**src/rtl/rv64m_div_unit.sv**
```systemverilog
// Iterative RV64M divide/remainder unit (div/divu/rem/remu + W forms), radix-2 restoring.
// Optional DIV_EARLY_OUT_EN: divide-by-zero and signed overflow bypass the iteration loop.
module rv64m_div_unit #(
  parameter int XLEN = 64,
  parameter int RD_W = 5
) (
  input  logic            clk,
  input  logic            reset,
  input  logic            flush,
  input  logic            in_valid,
  output logic            in_ready,
  input  logic [1:0]      in_op,
  input  logic            in_word,
  input  logic [XLEN-1:0] in_rs1_val,
  input  logic [XLEN-1:0] in_rs2_val,
  input  logic [RD_W-1:0] in_rd,
  output logic            out_valid,
  input  logic            out_ready,
  output logic [RD_W-1:0] out_rd,
  output logic [XLEN-1:0] out_result,
  output logic            busy
);

  localparam int HALF = XLEN / 2;
  localparam int CW   = $clog2(XLEN) + 1;

  localparam logic [2:0] S_IDLE = 3'd0;
  localparam logic [2:0] S_PREP = 3'd1;
  localparam logic [2:0] S_CALC = 3'd2;
  localparam logic [2:0] S_FIX  = 3'd3;
  localparam logic [2:0] S_DONE = 3'd4;

  logic [2:0]      state_q, state_d;
  logic [1:0]      op_q, op_d;
  logic            word_q, word_d;
  logic [XLEN-1:0] a_q, a_d;
  logic [XLEN-1:0] b_q, b_d;
  logic [RD_W-1:0] rd_q, rd_d;
  logic [XLEN-1:0] quo_q, quo_d;
  logic [XLEN-1:0] rem_q, rem_d;
  logic [XLEN-1:0] dvs_q, dvs_d;
  logic [CW-1:0]   cnt_q, cnt_d;
  logic            neg_quo_q, neg_quo_d;
  logic            neg_rem_q, neg_rem_d;
  logic [XLEN-1:0] result_q, result_d;

  logic            is_signed, is_rem, sa, sb, no_borrow;
  logic [XLEN-1:0] a_ext, b_ext, mag_a, mag_b;
  logic [XLEN:0]   shifted, trial;
  logic [XLEN-1:0] quo_fix, rem_fix, sel, fix_result;

  assign is_signed = ~op_q[0];
  assign is_rem    = op_q[1];

  // W forms operate on the low half, extended according to signedness.
  assign a_ext = word_q ? {{HALF{is_signed & a_q[HALF-1]}}, a_q[HALF-1:0]} : a_q;
  assign b_ext = word_q ? {{HALF{is_signed & b_q[HALF-1]}}, b_q[HALF-1:0]} : b_q;
  assign sa    = is_signed & a_ext[XLEN-1];
  assign sb    = is_signed & b_ext[XLEN-1];
  assign mag_a = sa ? -a_ext : a_ext;
  assign mag_b = sb ? -b_ext : b_ext;

`ifdef DIV_EARLY_OUT_EN
  logic            div_zero, ovf;
  logic [XLEN-1:0] min_val;
  assign min_val  = word_q ? {{HALF{1'b1}}, 1'b1, {(HALF-1){1'b0}}} : {1'b1, {(XLEN-1){1'b0}}};
  assign div_zero = (b_ext == '0);
  assign ovf      = is_signed & (a_ext == min_val) & (b_ext == '1);
`endif

  // Partial remainder never exceeds 2*divisor-1, so one extra bit covers the trial.
  assign shifted   = {rem_q, quo_q[XLEN-1]};
  assign trial     = shifted - {1'b0, dvs_q};
  assign no_borrow = ~trial[XLEN];

  assign quo_fix    = (neg_quo_q && (dvs_q != '0)) ? -quo_q : quo_q;
  assign rem_fix    = neg_rem_q ? -rem_q : rem_q;
  assign sel        = is_rem ? rem_fix : quo_fix;
  assign fix_result = word_q ? {{HALF{sel[HALF-1]}}, sel[HALF-1:0]} : sel;

  assign in_ready   = (state_q == S_IDLE) & ~flush;
  assign out_valid  = (state_q == S_DONE);
  assign busy       = (state_q != S_IDLE);
  assign out_rd     = rd_q;
  assign out_result = result_q;

  always_comb begin
    state_d   = state_q;
    op_d      = op_q;
    word_d    = word_q;
    a_d       = a_q;
    b_d       = b_q;
    rd_d      = rd_q;
    quo_d     = quo_q;
    rem_d     = rem_q;
    dvs_d     = dvs_q;
    cnt_d     = cnt_q;
    neg_quo_d = neg_quo_q;
    neg_rem_d = neg_rem_q;
    result_d  = result_q;
    case (state_q)
      S_IDLE: begin
        if (in_valid && in_ready) begin
          op_d    = in_op;
          word_d  = in_word;
          a_d     = in_rs1_val;
          b_d     = in_rs2_val;
          rd_d    = in_rd;
          state_d = S_PREP;
        end
      end
      S_PREP: begin
        // W dividends are pre-aligned to the top so the same shifter serves both widths.
        quo_d     = word_q ? {mag_a[HALF-1:0], {HALF{1'b0}}} : mag_a;
        rem_d     = '0;
        dvs_d     = mag_b;
        neg_quo_d = sa ^ sb;
        neg_rem_d = sa;
        cnt_d     = word_q ? CW'(HALF - 1) : CW'(XLEN - 1);
        state_d   = S_CALC;
`ifdef DIV_EARLY_OUT_EN
        if (div_zero) begin
          quo_d   = '1;
          rem_d   = mag_a;
          state_d = S_FIX;
        end else if (ovf) begin
          quo_d   = mag_a;
          rem_d   = '0;
          state_d = S_FIX;
        end
`endif
      end
      S_CALC: begin
        quo_d = {quo_q[XLEN-2:0], no_borrow};
        rem_d = no_borrow ? trial[XLEN-1:0] : shifted[XLEN-1:0];
        if (cnt_q == '0) begin
          state_d = S_FIX;
        end else begin
          cnt_d = cnt_q - 1'b1;
        end
      end
      S_FIX: begin
        result_d = fix_result;
        state_d  = S_DONE;
      end
      S_DONE: begin
        if (out_ready) begin
          state_d = S_IDLE;
        end
      end
      default: state_d = S_IDLE;
    endcase
    if (flush) begin
      state_d  = S_IDLE;
      result_d = result_q;
    end
  end

  always_ff @(posedge clk or posedge reset) begin
    if (reset) begin
      state_q   <= S_IDLE;
      op_q      <= '0;
      word_q    <= 1'b0;
      a_q       <= '0;
      b_q       <= '0;
      rd_q      <= '0;
      quo_q     <= '0;
      rem_q     <= '0;
      dvs_q     <= '0;
      cnt_q     <= '0;
      neg_quo_q <= 1'b0;
      neg_rem_q <= 1'b0;
      result_q  <= '0;
    end else begin
      state_q   <= state_d;
      op_q      <= op_d;
      word_q    <= word_d;
      a_q       <= a_d;
      b_q       <= b_d;
      rd_q      <= rd_d;
      quo_q     <= quo_d;
      rem_q     <= rem_d;
      dvs_q     <= dvs_d;
      cnt_q     <= cnt_d;
      neg_quo_q <= neg_quo_d;
      neg_rem_q <= neg_rem_d;
      result_q  <= result_d;
    end
  end

endmodule

```
**config.mk**
```make
export PLATFORM = sky130hd
export DESIGN_NAME = rv64m_div_unit
export DESIGN_NICKNAME = d
export VERILOG_FILES = /design/src/rtl/rv64m_div_unit.sv
export SDC_FILE = /design/constraint.sdc
export NUM_CORES = 2
export LEC_CHECK = 0
export CAP_MARGIN = 20
export CORE_ASPECT_RATIO = 0.6
export CORE_MARGIN = 3
export CORE_UTILIZATION = 35
export CTS_BUF_LIST = sky130_fd_sc_hd__clkbuf_8
export DETAILED_ROUTE_END_ITERATION = 12
export RECOVER_POWER = 100
export SLEW_MARGIN = 20
export SYNTH_ARGS = -nofsm -noshare
export SYNTH_HDL_FRONTEND = slang
export SYNTH_SLANG_ARGS = --single-unit
export TNS_END_PERCENT = 100
```
**constraint.sdc**
```tcl
create_clock -name clk -period 32.8 [get_ports clk]
set_input_delay 3.28 -clock clk [delete_from_list [all_inputs] [get_ports clk]]
set_output_delay 3.28 -clock clk [all_outputs]
set_load 0.05 [all_outputs]
```
==> metrics list <==
- Run status: finished with violations
* Violations in the final reports: capacitance limit, slew limit
* Average vias per placed instance: 5.73
- Total leakage power: 13.0 nW
- On the critical path, the stage with the largest delay is an instance of sky130_fd_sc_hd__clkbuf_1.
- Number of nets with antenna violations after detailed routing: 0
- Path depth of the worst reg2reg path: 14
- For the worst-skew pair, the clock arrives at the later sink with an insertion delay of 680 ps.
- Excluding fillers, the count of instances in the completed layout stands at 4262.
- Data arrives at the worst endpoint at 16120 ps.
- ANT cells: 0
- Drc violations: 0
* Synthesized flop and latch total: 404
- Async SR Flop Fraction: 100%
- In the synthesized netlist the dominant register cell turns out to be sky130_fd_sc_hd__dfrtp_1.
* Core Area: 74600 um^2
- After detailed routing, the average wire length per cell comes to 21.9 um.
- Post-CTS repair changed the size of 0 cells.
- Fraction of layout instances using a drive strength above 1: 9.25%
* Layout area overhead: 16.2%
- Vias in the first global route: 22400
* Placed instance count: 4141
- Max-cap violations in this run came to 14.
- Synthesis produced a netlist with a net count of 3313.
* First-pass GRT wire length: 142000 um
* Setup clock skew after layout: 40.3 ps
- The net count of the finished layout is 3438.
* Instance count of the mapped netlist: 3101
- Total number of clock tree sinks: 404
* P per Cell Area: 127 nW/um^2
* Sequence of cells on the critical path: dlygate4sd3_1, clkinvlp_2, clkbuf_1, clkbuf_1
* Global route overflow: 0
- Clock-pin slew was measured on the worst setup and hold paths at 60 ps.
* CTS tree: built
* Final std cell area, no fill: 31000 um^2
- Data on the critical path is required at its endpoint by 32730 ps.
- In the global route stage, overall resource usage came out at 23.0%.
- The final route contains 24400 vias.
- In this run the mean area of a mapped cell was 8.61 um^2.
* HPWL Detailed: 71600 um
- Cell area reported after detailed placement: 29700 um^2
- STA classifies the critical path endpoint as an asynchronous set/reset pin.
- PortBufs: 212
- The worst setup path is of the in2async kind.
- Distinct cells, synth: 78
* Tightest hold margin: 472 ps
- The first TritonRoute pass finished after 6 iterations.
- In this run the count of I/O pins placed on the die edge is 213.
- Worst-path fanout max: 167
- Floorplan row count: 77
- Cell mode on critical path: sky130_fd_sc_hd__clkbuf_1
- The cell area that synthesis handed to floorplanning was 26700 um^2.
- In the final timing run, aggregate negative setup slack is 0 ps.
* Number of buffers inserted to repair setup after CTS: 0
- Entering global routing, the biggest net connects 168 pins.
- The die covers 79800 um^2.
- Summing the sequential cell areas from Yosys gives 37.9% of the chip area.
- In this run, synthesis inferred 0 flip-flops with an integrated enable.
- At the end of routability-driven placement, the weighted congestion stood at 0.951.
- No sink is reached through more buffers than the 3 on the longest clock path.
- The first routing iteration left 3035 violations.
- Largest stage delay on the critical path: 6440 ps
* Cts hold-fix bufs: 0
- Die width: 363 um
- The routed design could run at a clock period as short as 16180 ps.
* Number of synthesis warnings: 0
* Effective utilization at floorplan: 35.8%
- IR analysis of the VDD net gives a maximum drop of 0.0601 mV.
* Max-slew violation count: 1010
- Unrepaired setup endpoints after global routing: no
* Final setup violation count: 0
- Crit path launch type: input port
- Tightest slew margin relative to the limit: -497%
- For the pin with the worst max-slew slack, the measured transition is 8960 ps.
- The filler cells instantiated in the layout total 7573.
- The worst hold path passes through 2 cells.
* Hold Vio Cnt, Final: 0
- Static timing analysis puts the maximum clock frequency at 0.0618 GHz.
- Root buffer cell: sky130_fd_sc_hd__clkbuf_8
- Wires add up to 93500 um.
* Worst Hold Class: reg2reg
- Measured along the y axis, the die boundary spans 220 um.
- Number of CTS-inserted buffers: 70
* Number of antenna violations at the first check in global routing: 2
- H-tree depth reported by CTS: 3
* Share of the clock period used by the worst path: 49.3%
-- final timing paths --
| check | startpoint | end | slack [ps] |
|---|---|---|---|
| hold / removal | out_result[30] | out_result[30] | 470 |
| setup / recovery | reset | b_q[53] | 16620 |
| max in group clk | flush | b_q[2] | 23490 |
| min in group asynchronous | reset | rem_q[12] | 4510 |
| hold reg to reg | out_result[30] | out_result[30] | 470 |
| setup reg to reg | dvs_q[4] | rem_q[28] | 25930 |
-- cell type report --
cell class	count	area, um^2	share of cell area, %
multi-input combinational	2389	15500	49.8
timing repair buffer	242	2290	7.38
sequential	404	10100	32.6
inverter	119	448	1.44
tap	987	1230	3.98
clock inverter	26	173	0.556
clock buffer	95	1310	4.21
-- synthesized netlist by cell type (13+ instances only) --
master | n | area (um^2)
sky130_fd_sc_hd__nand4_1 | 23 | 144
sky130_fd_sc_hd__or2_2 | 15 | 93.8
sky130_fd_sc_hd__mux2i_1 | 18 | 180
sky130_fd_sc_hd__a32oi_1 | 18 | 158
sky130_fd_sc_hd__o41ai_1 | 29 | 254
sky130_fd_sc_hd__nand2b_1 | 15 | 93.8
sky130_fd_sc_hd__nor3_1 | 65 | 325
sky130_fd_sc_hd__ha_1 | 70 | 876
sky130_fd_sc_hd__o21ai_0 | 364 | 1820
sky130_fd_sc_hd__a21o_1 | 20 | 150
sky130_fd_sc_hd__dfrtp_1 | 404 | 10100
sky130_fd_sc_hd__nand2_1 | 347 | 1300
sky130_fd_sc_hd__or4_1 | 18 | 135
sky130_fd_sc_hd__nand3_1 | 35 | 175
sky130_fd_sc_hd__xnor2_1 | 149 | 1310
sky130_fd_sc_hd__a31oi_1 | 34 | 213
sky130_fd_sc_hd__a221o_1 | 13 | 130
sky130_fd_sc_hd__nor2b_1 | 14 | 87.6
sky130_fd_sc_hd__nor4_1 | 55 | 344
sky130_fd_sc_hd__a21oi_1 | 228 | 1140
sky130_fd_sc_hd__mux2_2 | 138 | 1550
sky130_fd_sc_hd__nor2_1 | 217 | 815
sky130_fd_sc_hd__a22oi_1 | 63 | 473
sky130_fd_sc_hd__o22ai_1 | 16 | 100
sky130_fd_sc_hd__o221ai_1 | 20 | 175
sky130_fd_sc_hd__a211oi_1 | 17 | 128
sky130_fd_sc_hd__o31ai_1 | 58 | 435
sky130_fd_sc_hd__inv_1 | 119 | 447
sky130_fd_sc_hd__xor2_1 | 150 | 1310
sky130_fd_sc_hd__or3_1 | 26 | 163
sky130_fd_sc_hd__clkbuf_1 | 171 | 642
-- state kept, by name (all words and copies together), names as in the netlist --
| name | flops |
|---|---|
| a_q | 64 |
| b_q | 64 |
| cnt_q | 7 |
| dvs_q | 64 |
| neg_quo_q | 1 |
| neg_rem_q | 1 |
| op_q | 2 |
| out_rd | 5 |
| out_result | 64 |
| quo_q | 64 |
| rem_q | 64 |
| state_q | 3 |
| word_q | 1 |
-- power by group --
| group | switching [W] | internal, W |
|---|---|---|
| Clock | 0.000223 | 0.000273 |
| Sequential | 0.000357 | 0.000704 |
| Combinational | 0.00150 | 0.000872 |
| Total | 0.00208 | 0.00185 |
-- critical path: cells and delay by family --
family | cells | cell delay [ps]
buf+inv | 4 | 12530
-- routing by layer --
layer / vias up / global-route usage [%] / wire, um / share of wire (%)
li1: 11400 / - / - / -
met4: 0 / 3.80 / 1080 / 1.1
met5: - / 0 / 0 / 0
met2: 1066 / 28.1 / 33900 / 36
met1: 11800 / 37.2 / 47200 / 50
met3: 87 / 8.39 / 11400 / 12
-- metrics by stage --
stage	power [W]	worst slack, ps	util (%)
after CTS	0.00388	24650	41.8
after global routing	0.00421	14020	41.6
final	0.00393	16620	41.6
after global placement	0.00336	24660	39.8
after detailed placement	0.00337	24660	39.8
after floorplan	0.00260	18280	-
-- kinds of logic after synthesis --
family          share of synthesized area (%)
compound gates                           22.5
simple gates                             15.6
flops                                    37.9
buf+inv                                  4.39
xor+xnor                                 9.81
mux                                      6.49
fa+ha+maj                                3.36
-- cell usage in the layout, fill, tap and decap left out, drive strengths merged, types with 66 or more instances in the layout --
cell	synthesis	layout
a21oi	228	228
clkbuf	171	110
clkdlybuf4s50	0	138
dfrtp	404	404
dlygate4sd3	0	74
ha	70	70
inv	119	134
mux2	138	138
nand2	347	347
nor2	217	217
nor3	66	66
o21ai	365	365
xnor2	149	149
xor2	150	150
Note: power is estimated with default switching activity, not from simulation.
